File: src/rtl/ho_pkg.sv
// Shared types for the handover decision stage: BS identifiers, FSM states, default widths.
package ho_pkg;

    typedef logic [1:0] bs_id_t;

    localparam bs_id_t BS_NONE = 2'd0;
    localparam bs_id_t BS1     = 2'd1;
    localparam bs_id_t BS2     = 2'd2;
    localparam bs_id_t BS3     = 2'd3;

    typedef enum logic [1:0] {
        IDLE    = 2'd0,
        SNAP    = 2'd1,
        EVAL    = 2'd2,
        RESPOND = 2'd3
    } ho_state_t;

    localparam int SQ_W_DEF = 8;

endpackage

File: src/rtl/sq_iir_filter.sv
// Per-BS first-order IIR smoother: avg += (sample - avg) >>> ALPHA_SHIFT, clamped to the SQ_W range.
module sq_iir_filter #(
    parameter int              SQ_W        = 8,
    parameter int              ALPHA_SHIFT = 2,
    parameter logic [SQ_W-1:0] INIT_SQ     = '0
) (
    input  logic            clk,
    input  logic            reset_n,
    input  logic            sq_valid,
    input  logic [SQ_W-1:0] sq_value,
    output logic [SQ_W-1:0] avg
);

    logic signed [SQ_W:0]   diff;
    logic signed [SQ_W+1:0] step;
    logic signed [SQ_W+1:0] sum;
    logic        [SQ_W-1:0] avg_nxt;

    always_comb begin
        diff = $signed({1'b0, sq_value}) - $signed({1'b0, avg});
        step = {diff[SQ_W], diff};
        step = step >>> ALPHA_SHIFT;
        sum  = $signed({2'b00, avg}) + step;
        // floor-shift keeps the result inside range today, clamp guards other parameterisations
        if (sum[SQ_W+1])   avg_nxt = '0;
        else if (sum[SQ_W]) avg_nxt = '1;
        else                avg_nxt = sum[SQ_W-1:0];
    end

    always_ff @(posedge clk or negedge reset_n) begin
        if (!reset_n)      avg <= INIT_SQ;
        else if (sq_valid) avg <= avg_nxt;
    end

endmodule

File: src/rtl/dm_handover_selector.sv
// Handover decision stage: filters per-BS quality, answers the serving BS's request with a target ID.
// Optional time-to-trigger gating is enabled by defining HO_TTT_EN.
module dm_handover_selector
    import ho_pkg::*;
#(
    parameter int              SQ_W         = SQ_W_DEF,
    parameter int              ALPHA_SHIFT  = 2,
    parameter logic [SQ_W-1:0] INIT_SQ      = '0,
    parameter logic [SQ_W-1:0] HYST         = SQ_W'(10),
`ifdef HO_TTT_EN
    parameter int              TTT_COUNT    = 3,
`endif
    parameter bs_id_t          INIT_SERVING = BS1
) (
    input  logic            clk,
    input  logic            reset_n,
    input  logic            sq_valid,
    input  bs_id_t          sq_bs_id,
    input  logic [SQ_W-1:0] sq_value,
    input  logic            req,
    input  bs_id_t          req_bs_id,
    output logic            target_valid,
    output bs_id_t          target_id,
    output bs_id_t          serving_id,
    output logic [SQ_W-1:0] serving_sq,
    output logic            busy
);

    function automatic logic [SQ_W-1:0] sel3(input bs_id_t id, input logic [3:1][SQ_W-1:0] a);
        case (id)
            BS1:     return a[1];
            BS2:     return a[2];
            BS3:     return a[3];
            default: return '0;
        endcase
    endfunction

    ho_state_t             state, state_nxt;
    logic [3:1][SQ_W-1:0]  avg, snap;
    logic                  req_q;
    bs_id_t                eval_k, best_id, nxt_best_id;
    logic [SQ_W-1:0]       best_avg, nxt_best_avg, cand, serv_avg;
    logic [SQ_W:0]         thr;
    logic                  take, pass, win, decide;

    for (genvar g = 1; g <= 3; g++) begin : g_bs
        sq_iir_filter #(
            .SQ_W        (SQ_W),
            .ALPHA_SHIFT (ALPHA_SHIFT),
            .INIT_SQ     (INIT_SQ)
        ) u_iir (
            .clk      (clk),
            .reset_n  (reset_n),
            .sq_valid (sq_valid && (sq_bs_id == bs_id_t'(g))),
            .sq_value (sq_value),
            .avg      (avg[g])
        );
    end

    // Running best over the snapshot; strict '>' in ascending ID order gives lower ID on ties.
    always_comb begin
        cand         = sel3(eval_k, snap);
        take         = (eval_k != serving_id) && ((best_id == BS_NONE) || (cand > best_avg));
        nxt_best_id  = take ? eval_k : best_id;
        nxt_best_avg = take ? cand   : best_avg;
        serv_avg     = sel3(serving_id, snap);
        thr          = {1'b0, serv_avg} + {1'b0, HYST};
        pass         = (nxt_best_id != BS_NONE) && ({1'b0, nxt_best_avg} >= thr);
        decide       = (state == EVAL) && (eval_k == BS3) && req && (req_bs_id == serving_id);
    end

`ifdef HO_TTT_EN
    localparam int CW = $clog2(TTT_COUNT + 1);
    logic [3:1][CW-1:0] ttt_cnt;
    logic               ttt_hit;

    always_comb begin
        ttt_hit = 1'b0;
        for (int i = 1; i <= 3; i++)
            if (nxt_best_id == bs_id_t'(i) && ttt_cnt[i] == CW'(TTT_COUNT - 1)) ttt_hit = 1'b1;
        win = pass && ttt_hit;
    end

    always_ff @(posedge clk or negedge reset_n) begin
        if (!reset_n) begin
            ttt_cnt <= '0;
        end else if (decide) begin
            for (int i = 1; i <= 3; i++)
                ttt_cnt[i] <= (pass && nxt_best_id == bs_id_t'(i)) ? ttt_cnt[i] + 1'b1 : '0;
        end else if (state == RESPOND && !req && target_id != BS_NONE) begin
            ttt_cnt <= '0;
        end
    end
`else
    always_comb win = pass;
`endif

    always_ff @(posedge clk or negedge reset_n) begin
        if (!reset_n) state <= IDLE;
        else          state <= state_nxt;
    end

    always_comb begin
        state_nxt = state;
        case (state)
            IDLE:    if (req && !req_q) state_nxt = SNAP;
            SNAP:    state_nxt = EVAL;
            EVAL:    if (eval_k == BS3) state_nxt = RESPOND;
            RESPOND: if (!req) state_nxt = IDLE;
            default: state_nxt = IDLE;
        endcase
    end

    always_comb busy = (state != IDLE);

    always_ff @(posedge clk or negedge reset_n) begin
        if (!reset_n) begin
            req_q        <= 1'b0;
            snap         <= '0;
            eval_k       <= BS1;
            best_id      <= BS_NONE;
            best_avg     <= '0;
            target_valid <= 1'b0;
            target_id    <= BS_NONE;
            serving_id   <= INIT_SERVING;
            serving_sq   <= INIT_SQ;
        end else begin
            req_q      <= req;
            serving_sq <= sel3(serving_id, avg);
            case (state)
                SNAP: begin
                    snap     <= avg;
                    eval_k   <= BS1;
                    best_id  <= BS_NONE;
                    best_avg <= '0;
                end
                EVAL: begin
                    eval_k   <= eval_k + 2'd1;
                    best_id  <= nxt_best_id;
                    best_avg <= nxt_best_avg;
                    // a request withdrawn during evaluation never sees target_valid rise
                    if (eval_k == BS3 && req) begin
                        target_valid <= 1'b1;
                        target_id    <= (decide && win) ? nxt_best_id : BS_NONE;
                    end
                end
                RESPOND: begin
                    if (!req) begin
                        target_valid <= 1'b0;
                        target_id    <= BS_NONE;
                        if (target_id != BS_NONE) serving_id <= target_id;
                    end
                end
                default: ;
            endcase
        end
    end

    a_serving_nonzero: assert property (@(posedge clk) disable iff (!reset_n) serving_id != BS_NONE);

endmodule

File: config.mk
export PLATFORM = sky130hd
export DESIGN_NAME = dm_handover_selector
export DESIGN_NICKNAME = d
export VERILOG_FILES = /design/src/rtl/ho_pkg.sv /design/src/rtl/sq_iir_filter.sv /design/src/rtl/dm_handover_selector.sv
export SDC_FILE = /design/constraint.sdc
export NUM_CORES = 1
export LEC_CHECK = 0
export BUFFER_PORTS_ARGS = -buffer_cell sky130_fd_sc_hd__buf_2
export CORE_ASPECT_RATIO = 0.5
export CORE_MARGIN = 8
export CORE_UTILIZATION = 55
export DETAILED_ROUTE_END_ITERATION = 8
export GPL_TIMING_DRIVEN = 0
export PLACE_DENSITY = 0.75
export SLEW_MARGIN = 20
export SYNTH_ARGS = -nofsm -noshare
export SYNTH_HDL_FRONTEND = slang
export SYNTH_HIERARCHICAL = 1
export SYNTH_SLANG_ARGS = --single-unit
export TNS_END_PERCENT = 1
File: constraint.sdc
create_clock -name clk -period 4.29 [get_ports clk]
set_clock_uncertainty 0.05 [all_clocks]
set_input_delay 0.6435 -clock clk [delete_from_list [all_inputs] [get_ports clk]]
set_output_delay 0.6435 -clock clk [all_outputs]
set_load 0.01 [all_outputs]
==> impl_metrics.yaml <==
cells_and_area:
  synthToLayoutAreaGrowth_pct: 13.1
  fin_util_pct: 62.9
  nNetsFinal: 832
  insertedDiodeCount: 0
  finalNonFillerCells: 909
  layout-drive-gt1-share_pct: 19.8
yosys:
  netlist_instances: 690
  synth_cell_types: 68
  avgSynthCellArea_um2: 9.37
  synth_area_um2: 6460
  seq_area_frac_synth_pct: 29.5
  async_flop_share_pct: 100
  synth-seq-cells: 76
  syn_nets: 783
  synth_flop_cell: "dfrtp_1"
  ys_warn_count: 6
  synth_edf_count: 0
timing:
  relSlewSlack_pct: 55.6
  finalSetupTns_ns: 0
  period_minus_slack_ns: 4.22
  rsz0062_at_grt: "yes"
  setup_viol: 0
  fin_crit_sh_pct: 98.4
  finalHoldWorstSlack_ns: 0.241
  fmax_mhz: 237
  hold_violations: 0
  worstMarginPinSlew_ns: 0.666
  slew_viol_final: 0
cts:
  cts_buffer_depth: 2
  worstSkewPairLatency_ns: 0.34
  cts_made_buffers: 9
  tritoncts: "yes"
  cts.sinks: 76
  h-tree-depth: 3
  clkTransAtPathRegs_ns: 0.06
  root_buffer: "clkbuf_16"
routing:
  wl_mm: 15.9
  vias: 5325
  via_per_inst: 5.86
  dr.pass1.iters: 5
  wire_per_inst_um: 17.5
  drc_errors: 0
  ant_nets: 0
  drtIter0Drc: 360
grt:
  grt_max_degree: 42
  grt_pass1_wl_mm: 26.5
  grt_usage_pct: 20.8
  first_global_vias: 5380
  grt.overflow.total: 0
  grt_antenna_before_repair: 0
floorplanning:
  die-area_um2: 15700
  placeableCoreArea_um2: 11600
  io-pin-count: 30
  rows: 28
  start_util_pct: 55.6
  die_y_um: 92.7
  die_w_um: 169
setup_path:
  cp_max_fo: 8
  required_ns: 4.51
  worstSetupEndpointType: "flip-flop"
  regToRegStartpoint: "eval_k[0]"
  worstSetupPathType: "reg2reg"
  arrival_ns: 4.44
  startpoint: "eval_k[0]"
  rr_endpoint: "target_id[0]"
  worst-r2r-setup-slack_ns: 0.07
  r2r_cells: 19
  start_kind: "flip-flop"
place:
  port_buffers: 29
  hpwl_mm: 12.0
  dpl.cell_count: 885
  place_congestion: 0.898
min_path:
  hp-class: "in2async"
outcome:
  status: "finished, final reports clean"
run:
  drv_cap: 0
area by class of cell:
class,count,area [µm²]
Buffer,20,123
Clock buffer,11,243
Clock inverter,5,83.8
Fill cell,991,4320
Inverter,55,206
Multi-Input combinational cell,536,4290
Sequential cell,76,1910
Tap cell,165,206
Timing Repair Buffer,41,250
timing repair:
item | 4_1_cts | 5_1_grt
endpoints found under the hold margin | 0 | 0
gates resized for setup | 10 | 15
buffers inserted | 2 | 9
hold buffers | 0 | 0
pin swaps | 4 | 15
setup endpoints to repair | 2 | 5
cells in the mapped netlist, types with 14 or more instances:
master    instances  area, µm²
mux2_2           40        450
dfrtp_1          74       1850
o21ai_0          21        105
xnor2_1          31        272
clkbuf_1         14       52.6
nand2_1          55        206
a21oi_1          26        130
a22o_1           19        166
inv_1            55        206
ha_1             74        926
nor2_1           67        251
routing by layer:
metal	vias up	GRT usage [%]	part of all wire (%)
met4	0	5.85	2.2
met5	-	0	0
met3	33	4.29	5.3
li1	2606	-	-
met1	2553	26.8	46
met2	133	35.1	47
flip-flops by register name, indices dropped and copies added, names as in the netlist:
name / cells
eval_k: 2
best_id: 2
serving_id: 2
req_q: 1
target_valid: 1
serving_sq: 8
g_bs.u_iir/avg: 24
snap: 24
best_avg: 8
target_id: 2
state: 2
worst max-delay path by stage:
stage / slack (ns) / to / cells past startpoint
5_1_grt: -0.07 / target_id[1] / 20
3_3_place_gp: -0.45 / target_id[1] / 20
4_1_cts: 0.008 / target_id[0] / 20
2_1_floorplan: 0.16 / target_id[0] / 21
3_5_place_dp: -0.56 / target_id[0] / 21
6_report: 0.07 / target_id[0] / 19
logic make-up after synthesis:
| logic type | after synthesis | share of synthesized area [%] |
|---|---|---|
| DFF | 76 | 29.5 |
| muxes | 45 | 7.82 |
| and+or+nand+nor | 185 | 13.1 |
| adders and majority gates | 77 | 15.3 |
| xor gates and xnor gates | 44 | 5.96 |
| AOI/OAI and AO/OA | 185 | 23.5 |
| buffers and inverters | 78 | 4.94 |
critical path, cell delays in order (launching register included):
cell and delay [ns]:
dfstp_2 0.55, inv_2 0.06, ha_4 0.19, a222oi_1 0.43
nor2_1 0.16, ha_1 0.32, and4_1 0.22, o32a_1 0.35
o311a_1 0.13, buf_6 0.14, buf_8 0.13, nand2_2 0.06
o21ai_2 0.06, ha_1 0.29, a21o_1 0.10, a31oi_1 0.04
o21ai_1 0.19, a41oi_2 0.14, a311o_1 0.39, o21ai_1 0.14
cell usage in the layout, fill, tap and decap left out, drive strengths merged, types with 8 or more instances in the layout:
| cell type | instances |
|---|---|
| dfrtp | 74 |
| ha | 74 |
| nor2 | 67 |
| inv | 56 |
| nand2 | 55 |
| buf | 51 |
| mux2 | 41 |
| xnor2 | 31 |
| o21ai | 31 |
| a21oi | 27 |
| clkbuf | 21 |
| a22o | 20 |
| o221ai | 16 |
| a31oi | 15 |
| a21o | 13 |
| nand3 | 13 |
| xor2 | 13 |
| nand2b | 11 |
| nor2b | 9 |
| a222oi | 8 |
stage by stage:
| step | worst slack, ns | area, µm² |
|---|---|---|
| after CTS | 0.00807 | 7200 |
| after global placement | -0.452 | 6810 |
| after global routing | -0.0742 | 7310 |
| after detailed placement | -0.557 | 6840 |
| final | 0.0705 | 7310 |
| after floorplan | 0.164 | 6460 |
Power is left out: the tool's default activity adds up to more than one toggle a clock period on the data nets, which glitch-free logic cannot reach.
